--- config.mk ---
export PLATFORM = sky130hd
export DESIGN_NAME = morse_seq_queue
export DESIGN_NICKNAME = d
export VERILOG_FILES = /design/src/rtl/morse_seq_queue.sv
export SDC_FILE = /design/constraint.sdc
export NUM_CORES = 1
export LEC_CHECK = 0
export CAP_MARGIN = 20
export CORE_ASPECT_RATIO = 0.75
export CORE_MARGIN = 5
export CORE_UTILIZATION = 60
export CTS_CLUSTER_SIZE = 8
export DETAILED_ROUTE_END_ITERATION = 16
export PLACE_DENSITY = 0.81
export SYNTH_ARGS = -nofsm -noshare
export SYNTH_HDL_FRONTEND = slang
export SYNTH_SLANG_ARGS = --single-unit
--- constraint.sdc ---
create_clock -name clk -period 5.2 [get_ports clk]
set_clock_uncertainty 0.15 [all_clocks]
set_input_delay 1.3 -clock clk [delete_from_list [all_inputs] [get_ports clk]]
set_output_delay 1.3 -clock clk [all_outputs]
set_load 0.01 [all_outputs]
--- src/rtl/morse_seq_queue.sv ---
// Morse sequence queue: expands each accepted sequence into 0-2 words (sequence and/or
// space marker) and buffers them in a DEPTH-entry FIFO for the character decoder.
module morse_seq_queue #(
    parameter int unsigned SYMS  = 5,
    parameter int unsigned DEPTH = 8
) (
    input  logic                      clk,
    input  logic                      reset,
    input  logic                      Clear,
    input  logic                      InValid,
    output logic                      InReady,
    input  logic [2*SYMS-1:0]         EncSeq,
    input  logic                      Space_EndSeqbar,
    input  logic                      SentFlag,
    output logic                      OutValid,
    input  logic                      OutReady,
    output logic [2*SYMS-1:0]         OutSeq,
    output logic                      OutSentFlag,
    output logic [$clog2(DEPTH):0]    Count
);

    localparam int unsigned W  = 2 * SYMS;
    localparam int unsigned PW = $clog2(DEPTH);
    localparam int unsigned CW = PW + 1;

    localparam logic [W-1:0] EMPTY  = '1;
    localparam logic [W-1:0] SPACEW = {2'b10, {(W-2){1'b1}}};

    typedef struct packed {
        logic [W-1:0] seq;
        logic         sent;
    } entry_t;

    entry_t        mem [DEPTH];
    entry_t        w0;
    entry_t        w1;
    entry_t        head;
    logic [1:0]    push_n;
    logic [PW-1:0] wr_ptr;
    logic [PW-1:0] rd_ptr;
    logic          in_empty;
    logic          accept;
    logic          pop;

    // Credit is taken from the registered count only; a same-cycle pop gives none.
    assign InReady  = !reset && !Clear && ((CW'(DEPTH) - Count) >= CW'(2));
    assign OutValid = (Count != '0);
    assign accept   = InValid && InReady;
    assign pop      = OutValid && OutReady;
    assign in_empty = (EncSeq[W-1 -: 2] == 2'b11);

    // Push decode: the sentence flag rides only on the last word of an accept.
    always_comb begin
        push_n = 2'd0;
        w0     = '{seq: EMPTY, sent: 1'b0};
        w1     = '{seq: EMPTY, sent: 1'b0};
        if (accept) begin
            case ({Space_EndSeqbar, in_empty})
                2'b00: begin
                    push_n = 2'd1;
                    w0     = '{seq: EncSeq, sent: SentFlag};
                end
                2'b10: begin
                    push_n = 2'd2;
                    w0     = '{seq: EncSeq, sent: 1'b0};
                    w1     = '{seq: SPACEW, sent: SentFlag};
                end
                2'b11: begin
                    push_n = 2'd1;
                    w0     = '{seq: SPACEW, sent: SentFlag};
                end
                default: push_n = 2'd0;
            endcase
        end
    end

    // Pointer and occupancy datapath.
    always_ff @(posedge clk or posedge reset) begin
        if (reset) begin
            wr_ptr <= '0;
            rd_ptr <= '0;
            Count  <= '0;
        end else if (Clear) begin
            wr_ptr <= '0;
            rd_ptr <= '0;
            Count  <= '0;
        end else begin
            wr_ptr <= wr_ptr + PW'(push_n);
            rd_ptr <= rd_ptr + PW'(pop);
            Count  <= Count + CW'(push_n) - CW'(pop);
        end
    end

    // Storage is not reset; the outputs mask it with EMPTY whenever the queue is empty.
    always_ff @(posedge clk) begin
        if (!Clear) begin
            if (push_n != 2'd0) mem[wr_ptr] <= w0;
            if (push_n == 2'd2) mem[wr_ptr + PW'(1)] <= w1;
        end
    end

    always_comb begin
        head        = mem[rd_ptr];
        OutSeq      = EMPTY;
        OutSentFlag = 1'b0;
        if (OutValid) begin
            OutSeq      = head.seq;
            OutSentFlag = head.sent;
        end
    end

endmodule
**Word level (Yosys, flattened, before mapping)**

Memories as Yosys holds them, arrays and structs flattened.
Cells that the tools add are included.

- Flip-flop bits (word level): 10
- Memory bits (writable): 88
- Memories kept: 1
- Logic and storage cells: 42

Memory list:

| name | words | width | read ports | clocked after Yosys merged registers in | wr ports | RTL line | text |
|---|---|---|---|---|---|---|---|
| mem | 8 | 11 | 1 | 0 | 2 | 34 | `entry_t mem [DEPTH];` |

- Equal/unequal tests: 4
- $lt $le $gt $ge: 1
- Muxes and demuxes: 17
- $add $sub $neg: 6
- Reduce and logical (&&, ||, !) cells: 10

Operators with widths:

| cell | number |
|---|---|
| $pmux W11 S3 | 1 |
| $mux W10 | 3 |
| $mux W11 | 1 |
| $eq A2 B2 Y1 const B | 4 |
| $mux W1 | 7 |
| $mux W3 | 2 |
| $add A4 B2 Y4 | 1 |
| $ge A4 B2 Y1 const B | 1 |
| $logic_and A1 B1 Y1 | 4 |
| $mux W4 | 1 |
| $pmux W2 S2 | 1 |
| $reduce_bool A4 Y1 | 1 |
| $sub A4 B1 Y4 | 1 |
| $sub A4 B4 Y4 const A | 1 |
| $add A3 B1 Y3 | 1 |
| $add A3 B1 Y3 const B | 1 |
| $add A3 B2 Y3 | 1 |
| $logic_not A1 Y1 | 2 |
| $logic_not A2 Y1 | 1 |
| $mux W2 | 1 |
| $reduce_bool A2 Y1 | 1 |
| $reduce_or A2 Y1 | 1 |

**Depth between registers and ports, before layout**

Gate-level depths: netlist of run 1.

- Word-level depth: 9
- Gate-level depth with buffers: 15
- Mapped depth without buffers: 14

**Least setup slack after synthesis of run 1**

OpenSTA, ideal clock, no wires.

- Kind: input-to-reg
- Start: input port EncSeq[8]
- End: register Count[2]
- Slack: 1.671 ns
- Data arrival time: 3.247 ns
- Data required time: 4.918 ns
- Stages: 10
- Path buffers: 0
- Cell sequence: nand2_1 > ha_1 > nor3_1 > inv_1 > ha_1 > inv_1 > ha_1 > fa_1 > xnor2_1 > nor2_1

- Cells in the longest elaborated chain, start to end: 8
- Elaborated cells on any way between the ends: 10
- Those cells by class: add/sub: 2; eq/ne: 3; mux: 3; reduce/logical: 2

RTL lines:

| what | RTL line | text |
|---|---|---|
| start: declaration | 12 | `input logic [2*SYMS-1:0] EncSeq,` |
| $eq A2 B2 Y1 (*) | 50 | `assign in_empty = (EncSeq[W-1 -: 2] == 2'b11);` |
| $eq A2 B2 Y1 or $logic_not A2 Y1 (tied branches) | 58 | `case ({Space_EndSeqbar, in_empty})` |
| $reduce_or A2 Y1 (no line) | -- |  |
| $pmux W2 S2 (*) | 58 |  |
| $mux W2 (*) | 57 | `if (accept) begin` |
| $add A4 B2 Y4 (*) | 90 | `Count <= Count + CW'(push_n) - CW'(pop);` |
| $sub A4 B1 Y4 (*) | 90 |  |
| $mux W4 (*) | 83 | `end else if (Clear) begin` |
| end signal: assignment | 90 |  |
| end: declaration | 19 | `output logic [$clog2(DEPTH):0] Count` |

Every way passes the cells marked *; elsewhere a longest branch is shown, timed or not.

**Worst setup path after layout of run 1**

- Start: input port Clear
- End: output port InReady

- Cells in the longest elaborated chain, start to end: 3

RTL lines:

| what | RTL line | text |
|---|---|---|
| start: declaration | 9 | `input logic Clear,` |
| $logic_not A1 Y1 | -- |  |
| $logic_and A1 B1 Y1 (2 in a row) | 46 | `assign InReady = !reset && !Clear && ((CW'(DEPTH) - Count) >= CW'(2));` |
| end: declaration | 11 | `output logic InReady,` |

No other way between the ends.

==> flow_metrics.tcl, run 1 <==
set metrics [dict create \
    first_iter_violations 349 \
    clk_path_buf_depth 2 \
    drive_gt1_frac 0.135 \
    synthTopCellsByArea "dfxtp_1, mux4_2, edfxtp_1" \
    ys_seq_elements 98 \
    syn_avg_cell_area_sq_um 10.4 \
    start_util 0.615 \
    cp.required_ns 3.75 \
    first_pass_iters 4 \
    viasPerCell 6.52 \
    syn-instance-count 463 \
    synth_edf_count 16 \
    switchingPower_uw 943 \
    core_area_sq_mm 0.00785 \
    power.density_mw_per_mm2 479 \
    hold_path.class "register to register" \
    crit_fanout 15 \
    cts_hold_buf 0 \
    n_antenna_cell 0 \
    wirelength_um 12200 \
    design.portCount 34 \
    die_x_um 114 \
    arrival_ns 2.85 \
    p_clk_frac 0.213 \
    path_clk_slew_ns 0.10 \
    relSlewSlack 0.424 \
    overflow 0 \
    dp.cells 593 \
    postCtsSetupBuffers 0 \
    synth_cell_types 53 \
    via_count 3970 \
    yosysTopAreaCellShare 0.299 \
    criticalPathCategory "primary input to output port" \
    grt_usage 0.254 \
    die-area_sq_mm 0.00995 \
    internal-power_mw 1.69 \
    post-route-period-util 0.828 \
    wl_per_cell_um 20.0 \
    cts_tree "done" \
    ys_seq_area_frac 0.450 \
    status "complete, no violations" \
    worstMarginPinSlew_ns 0.864 \
    cts_resized 0 \
    gp_congestion 0.893 \
    rsz0062_at_grt "false" \
    synth_ff_type "dfxtp_1" \
    final_nets 535 \
    pwr-share-seq 0.400 \
    grt_pass1_wl_um 19600 \
    start_kind "primary input" \
    htree_levels 3 \
    drv_slew 0 \
    yosysTopAreaCell "dfxtp_1" \
    syn_nets 499 \
    grt_max_degree 29 \
    p_comb_frac 0.387 \
    cts_buffers 9 \
    hold_slack_ns 0.341 \
    final_cells 609 \
    cts_root_buffer "clkbuf_8" \
    min_period_ns 4.30 \
    switching_share 0.358 \
    rows 28 \
    setup-violations-final 0 \
    dpl.hpwl_um 8780 \
    end_kind "output port" \
    p_leak_nw 2.07 \
    clk_latency_ns 0.37 \
    grt_pass1_vias 3839 \
    area_growth_pct 14.2 \
    remaining_drc_errors 0 \
    cts.sinks 98 \
    drv_cap 0 \
    async_reset_ff_frac 0.102 \
    grt_antenna_before_repair 0 \
    postRouteAntennaNets 0 \
    fmax_mhz 232 \
    hold_viol 0 \
    io_buffer_count 33 \
    fin_util 0.702 \
    die_h_um 87.7 \
    yosysWarnings 0 \
    reg2reg_slack_ns 1.52 \
    peakVddDrop_uv 287 \
    fin_setup_tns_ns 0 \
    syn-cell-area_sq_mm 0.00482 \
]
[synthesized netlist by cell type (8+ instances only)]
cell type	count
a2bb2oi_1	16
ha_1	17
nor2b_1	8
nor2_1	64
clkbuf_1	8
nand2_1	26
inv_1	15
nand4_1	13
mux4_2	22
dfxtp_1	72
a31oi_1	10
dfrtp_1	10
edfxtp_1	16
mux2i_1	12
a21oi_1	59
nand3_1	14
[final timing paths]
check,to,depth (start not counted),startpoint
worst max register to register,Count[2]$_DFF_PP0_,14,Count[1]$_DFF_PP0_
worst min register to register,mem[2][8]$_SDFFE_PP1P_,2,mem[2][8]$_SDFFE_PP1P_
max in group asynchronous,wr_ptr[0]$_DFF_PP0_,2,reset
worst max-delay path,InReady,3,Clear
worst min-delay path,mem[2][8]$_SDFFE_PP1P_,2,mem[2][8]$_SDFFE_PP1P_
min in group asynchronous,wr_ptr[1]$_DFF_PP0_,2,reset
[cells in the final DEF (no fill, tap or decap), types with 3 or more instances in the layout]
cell	netlist	final
clkbuf_8	0	10
nand4_1	13	13
and2_1	3	3
nor2b_1	8	8
o21ai_0	4	4
inv_1	15	15
clkdlybuf4s50_1	0	33
mux4_2	22	22
o22a_1	6	6
mux2i_1	12	12
a22oi_2	4	4
dfrtp_1	10	10
nor2_1	64	64
a2bb2oi_1	16	16
a21oi_1	59	59
inv_8	0	3
nand3_1	14	14
buf_4	0	9
nand2b_1	6	6
ha_1	17	17
edfxtp_1	16	16
xnor2_1	4	4
a31oi_1	10	10
and3_1	7	7
dfxtp_1	72	72
o22ai_1	3	3
nand2_1	26	26
a21oi_2	4	4
[power groups by stage]
stage	logic [mW]	clock network, mW	registers [mW]
floorplan	0.702	0	1.03
global placement	0.982	0	1.06
finish	1.02	0.561	1.05
CTS	1.02	0.564	1.05
detailed placement	1.01	0	1.07
global route	1.11	0.595	1.08
[layout make-up]
| type | count | area [sq um] |
|---|---|---|
| multi-input cells | 333 | 2520 |
| fillers | 572 | 2340 |
| flip-flops and latches | 98 | 2170 |
| repair buffers | 42 | 398 |
| clock buffers | 11 | 163 |
| well taps | 105 | 131 |
| clock inverters | 5 | 72.6 |
| inverters | 15 | 56.3 |
[per-layer routing]
metal / GRT usage / part of all wire / vias up
li1: - / - / 1799
met1: 0.363 / 0.44 / 1940
met2: 0.374 / 0.44 / 205
met3: 0.0801 / 0.10 / 26
met4: 0.0764 / 0.017 / 0
met5: 0 / 0 / -
[registers in the layout, summed over array words and instances, names as in the netlist]
name,flops
Count,4
mem,88
rd_ptr,3
wr_ptr,3
[logic make-up (layout without fill, tap and decap cells)]
kind of cell               after synthesis  after routing  synth area share
DFF                                     98             98             0.450
and+or+nand+nor                        153            153             0.154
muxes                                   34             34             0.128
AOI/OAI and AO/OA                      121            121             0.177
buffers and inverters                   32             73            0.0280
adders and majority gates               19             19            0.0524
xor gates and xnor gates                 6              6            0.0109
[through the flow]
stage / setup slack (ns) / instance area [sq um] / power, mW
4_1_cts: 0.890 / 5510 / 2.63
3_5_place_dp: 0.766 / 5280 / 2.08
3_3_place_gp: 0.837 / 5280 / 2.04
6_report: 0.895 / 5510 / 2.64
2_1_floorplan: 1.67 / 4820 / 1.73
5_1_grt: 0.757 / 5510 / 2.78
[critical path, stage by stage]
cell and delay, ns:
clkdlybuf4s50_1 0.70, nor3_1 0.29, clkdlybuf4s50_1 0.56
(Power assumes the default switching activity.)
==> run 2, diff against run 1 <==
--- a/config.mk
+++ b/config.mk
@@ -8,10 +8,10 @@
 export CAP_MARGIN = 20
 export CORE_ASPECT_RATIO = 0.75
 export CORE_MARGIN = 5
-export CORE_UTILIZATION = 60
+export CORE_UTILIZATION = 59
 export CTS_CLUSTER_SIZE = 8
 export DETAILED_ROUTE_END_ITERATION = 16
-export PLACE_DENSITY = 0.81
+export PLACE_DENSITY = 0.8
 export SYNTH_ARGS = -nofsm -noshare
 export SYNTH_HDL_FRONTEND = slang
 export SYNTH_SLANG_ARGS = --single-unit
==> constraint.sdc (replaced) <==
create_clock -name clk -period 4.51 [get_ports clk]
set_clock_uncertainty 0.15 [all_clocks]
set_input_delay 1.1275 -clock clk [delete_from_list [all_inputs] [get_ports clk]]
set_output_delay 1.1275 -clock clk [all_outputs]
set_load 0.01 [all_outputs]
==> run 2 against run 1 <==
- critical path depth increased by 4
- utilization fell by 0.97 points
- clock power fell by 0.7%
- register-to-register slack got worse by 0.65 ns
- clock-buffer cell count down 1
- via count barely moved
- sequential share of layout area up 0.20 points
- power increased by 12%
==> flow_metrics.tcl, run 2 (synthesis gave the netlist of run 1 again) <==
set metrics [dict create \
    status "complete, no violations" \
    first_pass_iters 5 \
    clk_path_buf_depth 2 \
    cts_buffers 9 \
    hold_viol 0 \
    peakVddDrop_uv 402 \
    fin_setup_tns_ns 0 \
    start_util 0.609 \
    hold_path.class "register to register" \
    remaining_drc_errors 0 \
    wirelength_um 12400 \
    top_regs "mem x88, Count x4" \
    core_area_sq_mm 0.00792 \
    first_iter_violations 352 \
    criticalPathCategory "register to output port" \
    layout_commonest_cell "dfxtp_1" \
    path_clk_slew_ns 0.10 \
    final_nets 537 \
    top_register "mem" \
    reg2reg_slack_ns 0.87 \
    die_h_um 88.3 \
    htree_levels 3 \
    grt_max_degree 29 \
    relSlewSlack 0.439 \
    cts_resized 0 \
    power.density_mw_per_mm2 539 \
    dpl.hpwl_um 8770 \
    grt_usage 0.263 \
    end_kind "output port" \
    die_x_um 114 \
    area_growth_pct 13.6 \
    via_count 3968 \
    clk_latency_ns 0.36 \
    crit_fanout 6 \
    min_period_ns 4.00 \
    cts.sinks 98 \
    post-route-period-util 0.886 \
    die-area_sq_mm 0.0101 \
    dp.cells 595 \
    postCtsSetupBuffers 0 \
    gp_congestion 0.925 \
    grt_antenna_before_repair 0 \
    worstMarginPinSlew_ns 0.842 \
    rows 28 \
    viasPerCell 6.49 \
    largest_reg_flops 88 \
    drv_cap 0 \
    setup-violations-final 0 \
    io_buffer_count 33 \
    final_cells 611 \
    rsz0062_at_grt "false" \
    grt_pass1_vias 3946 \
    start_kind "register" \
    fin_area_sq_mm 0.00548 \
    postRouteAntennaNets 0 \
    arrival_ns 2.72 \
    drv_slew 0 \
    wl_per_cell_um 20.3 \
    cts_hold_buf 0 \
    cp.required_ns 3.23 \
    n_antenna_cell 0 \
    dpl_cell_area_sq_mm 0.00529 \
    cts_tree "done" \
    final_cell_mix "dfxtp_1, nor2_1, a21oi_1" \
    fmax_mhz 250 \
    design.portCount 34 \
    grt_pass1_wl_um 20400 \
    drive_gt1_frac 0.138 \
    overflow 0 \
    cts_root_buffer "clkbuf_8" \
    p_leak_nw 2.06 \
]
-- run 2: path summary, 6_finish.rpt --
kind / startpoint / endpoint / cells past startpoint
min: mem[3][7]$_SDFFE_PP1P_ / mem[3][7]$_SDFFE_PP1P_ / 2
min in group asynchronous: reset / rd_ptr[2]$_DFF_PP0_ / 2
max: Count[1]$_DFF_PP0_ / InReady / 7
max in group asynchronous: reset / wr_ptr[2]$_DFF_PP0_ / 2
min reg2reg: mem[3][7]$_SDFFE_PP1P_ / mem[3][7]$_SDFFE_PP1P_ / 2
max reg2reg: Count[1]$_DFF_PP0_ / Count[2]$_DFF_PP0_ / 14
-- run 2: through the flow --
step	hold WS, ns	total power [mW]	setup slack [ns]	util
after floorplan	0.291	2.00	1.15	-
after global routing	0.351	3.13	0.351	0.692
after global placement	0.302	2.36	0.561	0.668
final	0.340	2.96	0.512	0.692
after detailed placement	0.315	2.41	0.425	0.668
after CTS	0.339	2.96	0.534	0.692
-- run 2: critical path, stage by stage (launching register included) --
cell and delay [ns]:
dfrtp_1 0.50, inv_1 0.12, ha_1 0.24, nor2b_1 0.16, a22oi_1 0.57, nor2_2 0.07, nor3_1 0.15, clkdlybuf4s50_1 0.56
-- run 2: cell type report --
cell class	count	area, sq um
flip-flops and latches	98	2170
fillers	611	2430
well taps	105	131
clock inverters	6	55.1
clock buffers	10	138
multi-input cells	333	2520
repair buffers	44	413
inverters	15	56.3
-- run 2: report_power, final --
part / internal, mW / total [mW] / switching [mW]
clock network: 0.229 / 0.557 / 0.328
registers: 1.08 / 1.19 / 0.117
logic: 0.566 / 1.21 / 0.641
total: 1.87 / 2.96 / 1.09
-- run 2: routing by layer --
metal  vias to the layer above  share of wire  GRT usage
li1                       1804              -          -
met1                      1941           0.42      0.365
met2                       204           0.46      0.415
met3                        19           0.11     0.0725
met4                         0         0.0085     0.0604
met5                         -              0          0
